$ cat config.mk
export PLATFORM = sky130hd
export DESIGN_NAME = debounce_filter
export DESIGN_NICKNAME = d
export VERILOG_FILES = /design/src/rtl/debounce_pkg.sv /design/src/rtl/debounce_filter_sat_counter.sv /design/src/rtl/debounce_filter.sv
export SDC_FILE = /design/constraint.sdc
export NUM_CORES = 1
export LEC_CHECK = 0
export CAP_MARGIN = 20
export CORE_AREA = 2 2 39 41
export DETAILED_ROUTE_END_ITERATION = 12
export DIE_AREA = 0 0 41 43
export RECOVER_POWER = 100
export SYNTH_ARGS = -nofsm -noshare
export SYNTH_HDL_FRONTEND = slang
export SYNTH_SLANG_ARGS = --single-unit
$ cat constraint.sdc
create_clock -name clk_i -period 1.4 [get_ports clk_i]
set_input_delay 0.28 -clock clk_i [delete_from_list [all_inputs] [get_ports clk_i]]
set_output_delay 0.28 -clock clk_i [all_outputs]
set_load 0.01 [all_outputs]
$ cat src/rtl/debounce_pkg.sv
// debounce_pkg: shared types and constants for the debounce_filter slice.
package debounce_pkg;

  typedef enum logic [0:0] {ST_STABLE, ST_SETTLING} debounce_state_t;

  localparam int unsigned GLITCH_CNT_W = 8;

  // Stability counter width: max(1, clog2(n)); holds values up to n-1.
  function automatic int unsigned cnt_width(input int unsigned n);
    return ($clog2(n) < 1) ? 1 : $clog2(n);
  endfunction

endpackage

$ cat src/rtl/debounce_filter_sat_counter.sv
// sat_counter: generic saturating up-counter, cleared only by reset.
module sat_counter #(
  parameter int unsigned WIDTH = 8
) (
  input  logic             clk_i,
  input  logic             rst_i,
  input  logic             inc_i,
  output logic [WIDTH-1:0] count_o
);

  // Count up on inc_i, holding at all-ones.
  always_ff @(posedge clk_i or posedge rst_i) begin
    if (rst_i) begin
      count_o <= '0;
    end else if (inc_i && (count_o != '1)) begin
      count_o <= count_o + WIDTH'(1);
    end
  end

endmodule

$ cat src/rtl/debounce_filter.sv
// debounce_filter: debounce and edge-detect stage behind a synchronizer.
// Optional glitch counter output enabled by macro DEBOUNCE_GLITCH_CNT_EN.
module debounce_filter
  import debounce_pkg::*;
#(
  parameter int unsigned STABLE_CYCLES = 16,
  parameter logic        RESET_VAL     = 1'b0
) (
  input  logic clk_i,
  input  logic rst_i,
  input  logic data_i,
  output logic level_o,
  output logic rise_o,
  output logic fall_o
`ifdef DEBOUNCE_GLITCH_CNT_EN
  ,
  output logic [GLITCH_CNT_W-1:0] glitch_cnt_o
`endif
);

  localparam int unsigned    CW       = cnt_width(STABLE_CYCLES);
  localparam logic [CW-1:0]  CNT_LAST = CW'(STABLE_CYCLES - 1);

  debounce_state_t state_q, state_d;
  logic [CW-1:0]   cnt_q, cnt_d;
  logic            level_d, rise_d, fall_d;
  logic            differ;

  assign differ = data_i ^ level_o;

  // Next-state logic: qualify runs of differing samples, accept at N.
  always_comb begin
    state_d = state_q;
    cnt_d   = cnt_q;
    level_d = level_o;
    rise_d  = 1'b0;
    fall_d  = 1'b0;
    unique case (state_q)
      ST_STABLE: begin
        cnt_d = '0;
        if (differ) begin
          if (STABLE_CYCLES == 1) begin
            level_d = data_i;
            rise_d  = data_i;
            fall_d  = ~data_i;
          end else begin
            state_d = ST_SETTLING;
            cnt_d   = CW'(1);
          end
        end
      end
      ST_SETTLING: begin
        if (!differ) begin
          state_d = ST_STABLE;
          cnt_d   = '0;
        end else if (cnt_q == CNT_LAST) begin
          state_d = ST_STABLE;
          cnt_d   = '0;
          level_d = data_i;
          rise_d  = data_i;
          fall_d  = ~data_i;
        end else begin
          cnt_d = cnt_q + CW'(1);
        end
      end
      default: begin
        state_d = ST_STABLE;
        cnt_d   = '0;
      end
    endcase
  end

  // State, counter and registered outputs; reset drops any settling run.
  always_ff @(posedge clk_i or posedge rst_i) begin
    if (rst_i) begin
      state_q <= ST_STABLE;
      cnt_q   <= '0;
      level_o <= RESET_VAL;
      rise_o  <= 1'b0;
      fall_o  <= 1'b0;
    end else begin
      state_q <= state_d;
      cnt_q   <= cnt_d;
      level_o <= level_d;
      rise_o  <= rise_d;
      fall_o  <= fall_d;
    end
  end

`ifdef DEBOUNCE_GLITCH_CNT_EN
  // A settling run broken by a sample equal to the current level.
  logic glitch;
  assign glitch = (state_q == ST_SETTLING) && !differ;

  sat_counter #(
    .WIDTH (GLITCH_CNT_W)
  ) u_glitch_cnt (
    .clk_i   (clk_i),
    .rst_i   (rst_i),
    .inc_i   (glitch),
    .count_o (glitch_cnt_o)
  );
`endif

endmodule

Word-level counts from Yosys, hierarchy flattened
Cells that the tools add are included.
W data, S select, Z words.

word-level totals
  bits in writable memories = 0
  output and inout bits = 3
  memories kept = 0
  logic and storage cells = 25
  input bits = 3
  ROM bits = 0
  register bits = 8
  latch bits = 0

cells by class
  mux-type cells = 14
  bitwise logic cells = 3
  shift-type cells = 0
  equal/unequal tests = 1
  div/mod/pow operators = 0
  reductions and logical operators = 1
  multipliers = 0
  $add $sub $neg = 1
  magnitude comparators = 0

operator list
  kind                   number
  $mux W1                10
  $mux W4                2
  $pmux W4 S2            1
  $add A4 B1 Y4 const B  1
  $eq A4 B4 Y1 const B   1
  $reduce_and A3 Y1      1
  $not A1 Y1             2
  $pmux W1 S2            1
  $xor A1 B1 Y1          1

Depth between registers and ports, before layout
  depth after elaboration = 4
  depth in mapped cells = 3
  depth with buffers taken out = 3

Worst setup path after synthesis
OpenSTA, ideal clock, no wires.

  path type = register to register
  start point = register cnt_q[0]
  end point = register level_o
  path buffers = 0
  library setup time = 0.128 ns
  clock period less this slack = 1.198 ns
  data required time = 1.272 ns
  stages on the path, launching flop included = 4
  arrival time = 1.070 ns
  path slack = 0.202 ns
  cell sequence = dfrtp_1 -> ha_1 -> nand4_2 -> mux2_1

on the way
  word-level cells in the longest chain between the ends = 2

RTL lines
  element                             RTL line               RTL
  start: declaration                  debounce_filter.sv:25  logic [CW-1:0] cnt_q, cnt_d;
  start signal: assignment            debounce_filter.sv:83  cnt_q <= cnt_d;
  $eq A4 B4 Y1                        debounce_filter.sv:56  end else if (cnt_q == CNT_LAST) begin
  $reduce_and A3 Y1 (no source line)  n/a
  end signal: assignment              debounce_filter.sv:84  level_o <= level_d;
  end: declaration                    debounce_filter.sv:12  output logic level_o,

Every way passes these cells.
A chain may end at the register's enable or synchronous reset.

Worst setup path in the final report
  start point = input data_i
  end point = register cnt_q[3]

on the way
  word-level cells in the longest chain between the ends = 3

RTL lines
  element             RTL line               RTL
  start: declaration  debounce_filter.sv:11  input logic data_i,
  $xor A1 B1 Y1       debounce_filter.sv:29  assign differ = data_i ^ level_o;
  $mux W4             debounce_filter.sv:53  if (!differ) begin
  $pmux W4 S2         debounce_filter.sv:38  unique case (state_q)
  net cnt_d[3]        debounce_filter.sv:25

The timed path passes the listed nets, and every way through them passes these cells.

==> flow_summary.yaml <==
timing:
  hold_ws_ns: 0.416
  worst_pin_slew_ns: 0.305
  grt_setup_unrepaired: "false"
  finalMaxSlewViolations: 0
  clock_skew_ns: 0.000619
  setup_ws_ns: 0.107
  setup_viol: 0
  max_slew_margin_pct: 79.7
  hold_viol_final: 0
  period_share_pct: 92.4
  max_freq_mhz: 773
  period_minus_slack_ns: 1.29
clock_tree:
  numCtsBuffers: 3
  cts.sinks: 8
  cts-hold-fix-buffers: 0
  cts_tree: "yes"
  root_buffer: "clkbuf_4"
  cts_setup_buffers: 0
  h-tree-depth: 1
  worstSkewPairLatency_ns: 0.25
  clk_path_buf_depth: 2
  clkTransAtPathRegs_ns: 0.06
detailed_routing:
  drt_iter0_markers: 2
  ant_nets: 0
  via_per_inst: 4.70
  drc_errors: 0
  totalWireLength_um: 626
  vias: 235
  wl_per_cell_um: 12.5
  first_pass_iters: 2
synthesis:
  synth_most_common_cell: "dfrtp_1"
  syn_nets: 29
  postSynth.asyncResetShare_pct: 100
  yosysTopAreaCellShare_pct: 59.0
  synth-adder-area-share_pct: 3.69
  yosys.area_share.simple_pct: 14.4
  synth_compound_area_share_pct: 13.3
  ys_top_cells_by_count: "dfrtp_1, nor3b_1"
  synth_cell_type_count: 17
  syn_area_sq_um: 339
  synthFlopType: "dfrtp_1"
  synth_seq_cells: 8
  synthCells: 25
  ys_warn_count: 0
  synth_top_family_by_area: "simple AND/OR/NAND/NOR gates"
  synth-edff-count: 0
  synth_xor_area_share_pct: 5.17
  postSynthAreaPerCell_sq_um: 13.6
  yosys-top-cells-area: "dfrtp_1, a311oi_2, nor3b_1"
  muxShareOfSynthArea_pct: 3.32
  yosysSeqAreaShare_pct: 59.0
  yosys.area.top_type: "dfrtp_1"
run_status:
  status: "finished, final reports clean"
floorplanning:
  die_y_um: 43
  die_w_um: 41
  coreArea_sq_um: 1380
  start_util_pct: 24.5
  io_pins: 6
  rows: 14
  dieArea_sq_um: 1760
pwr:
  p_leak_nw: 0.222
  power_density_nw_per_um2: 1120
  ir_drop_v: 0.000458
layout:
  fin_nets: 40
  area_growth_pct: 26.6
  fillers: 146
  seqCellArea_sq_um: 200
  fin_area_sq_um: 429
  fin_cells: 50
  multiInputGateArea_sq_um: 129
  antenna_cells: 0
  final_layout_size_suffix_gt1_share_pct: 20.6
critical_path:
  reg2reg_slack_ns: 0.13
  worstSetupStartpointType: "primary input"
  reg2reg_to: "level_o"
  arrival_ns: 1.45
  startpoint: "data_i"
  rr_worst_depth: 3
  worstPathRequired_ns: 1.56
  critical_path_class: "primary input to flip-flop"
  crit_fanout: 4
  reg2reg_from: "cnt_q[0]"
  cp-end-kind: "flip-flop"
placed_design:
  pre_cts_slack_ns: -0.0666
  dpl_cell_area_sq_um: 417
  globalplace.congestion: 0.646
  placedCellCount: 47
  portBuffers: 5
grt:
  grt_use_total_pct: 9.84
  grt_max_degree: 9
  antenna_found_initial: 0
  grt-ovfl-total: 0
  grt_pass1_wl_um: 1030
  grt_pass1_vias: 229
hold_path:
  hold_class: "primary input to asynchronous set/reset pin"
flow_run:
  maxCapViolations: 0
## area by class of cell
class	count	area share [%]
Tap cell	16	4.66
Inverter	1	0.875
Multi-Input combinational cell	16	30.0
Timing Repair Buffer	6	12.5
Clock buffer	3	5.25
Sequential cell	8	46.6
## flip-flops by register name, summed over array words and instances, names as in the netlist
| signal | count |
|---|---|
| cnt_q | 4 |
| fall_o | 1 |
| level_o | 1 |
| rise_o | 1 |
| state_q | 1 |
## routing by layer
| metal | global-route usage, % | part of all wire, % |
|---|---|---|
| met1 | 11.6 | 43 |
| met2 | 11.6 | 48 |
| met3 | 6.81 | 8.5 |
| met4 | 8.00 | 0 |
| met5 | 0 | 0 |
## power by group
group	leakage, nW	switching (mW)	total (mW)	internal [mW]
Clock	0.0138	0.0820	0.180	0.0984
Sequential	0.105	0.0124	0.256	0.243
Combinational	0.103	0.0199	0.0442	0.0243
## cells in the final DEF, fill, tap and decap left out, types with 2 or more instances in the layout
| master | synthesis | final |
|---|---|---|
| dlygate4sd3_1 | 0 | 2 |
| dlygate4sd2_1 | 0 | 3 |
| clkbuf_4 | 0 | 3 |
| nor3b_1 | 2 | 2 |
| dfrtp_1 | 8 | 8 |
## timing repair
item | CTS | global route
hold endpoints to repair | 0 | 0
resized for setup | 3 | 0
setup endpoints to repair | 3 | 0
## how the worst max path moves through the flow
stage	end	slack (ns)	cells past startpoint
floorplan	level_o	0.20	3
global placement	cnt_q[3]	-0.04	4
CTS	level_o	0.12	3
detailed placement	cnt_q[3]	-0.07	4
global route	cnt_q[3]	0.04	4
finish	cnt_q[3]	0.11	4
## cells by family after synthesis
group           after synthesis
compound gates                5
xor+xnor                      2
fa+ha+maj                     1
buf+inv                       1
flops                         8
mux                           1
simple gates                  7
## metrics by stage
step	util [%]	setup TNS (ns)	power, mW
after detailed placement	30.1	-0.0666	0.309
after global placement	30.1	-0.0359	0.307
after CTS	31.5	0	0.491
after global routing	31.0	0	0.511
after floorplan	-	0	0.289
final	31.0	0	0.480
## critical path, cell delays in order
cell	delay (ns)
dlygate4sd3_1	0.57
xor2_1	0.27
nand2_1	0.12
a311oi_1	0.21
(Power assumes the default switching activity.)
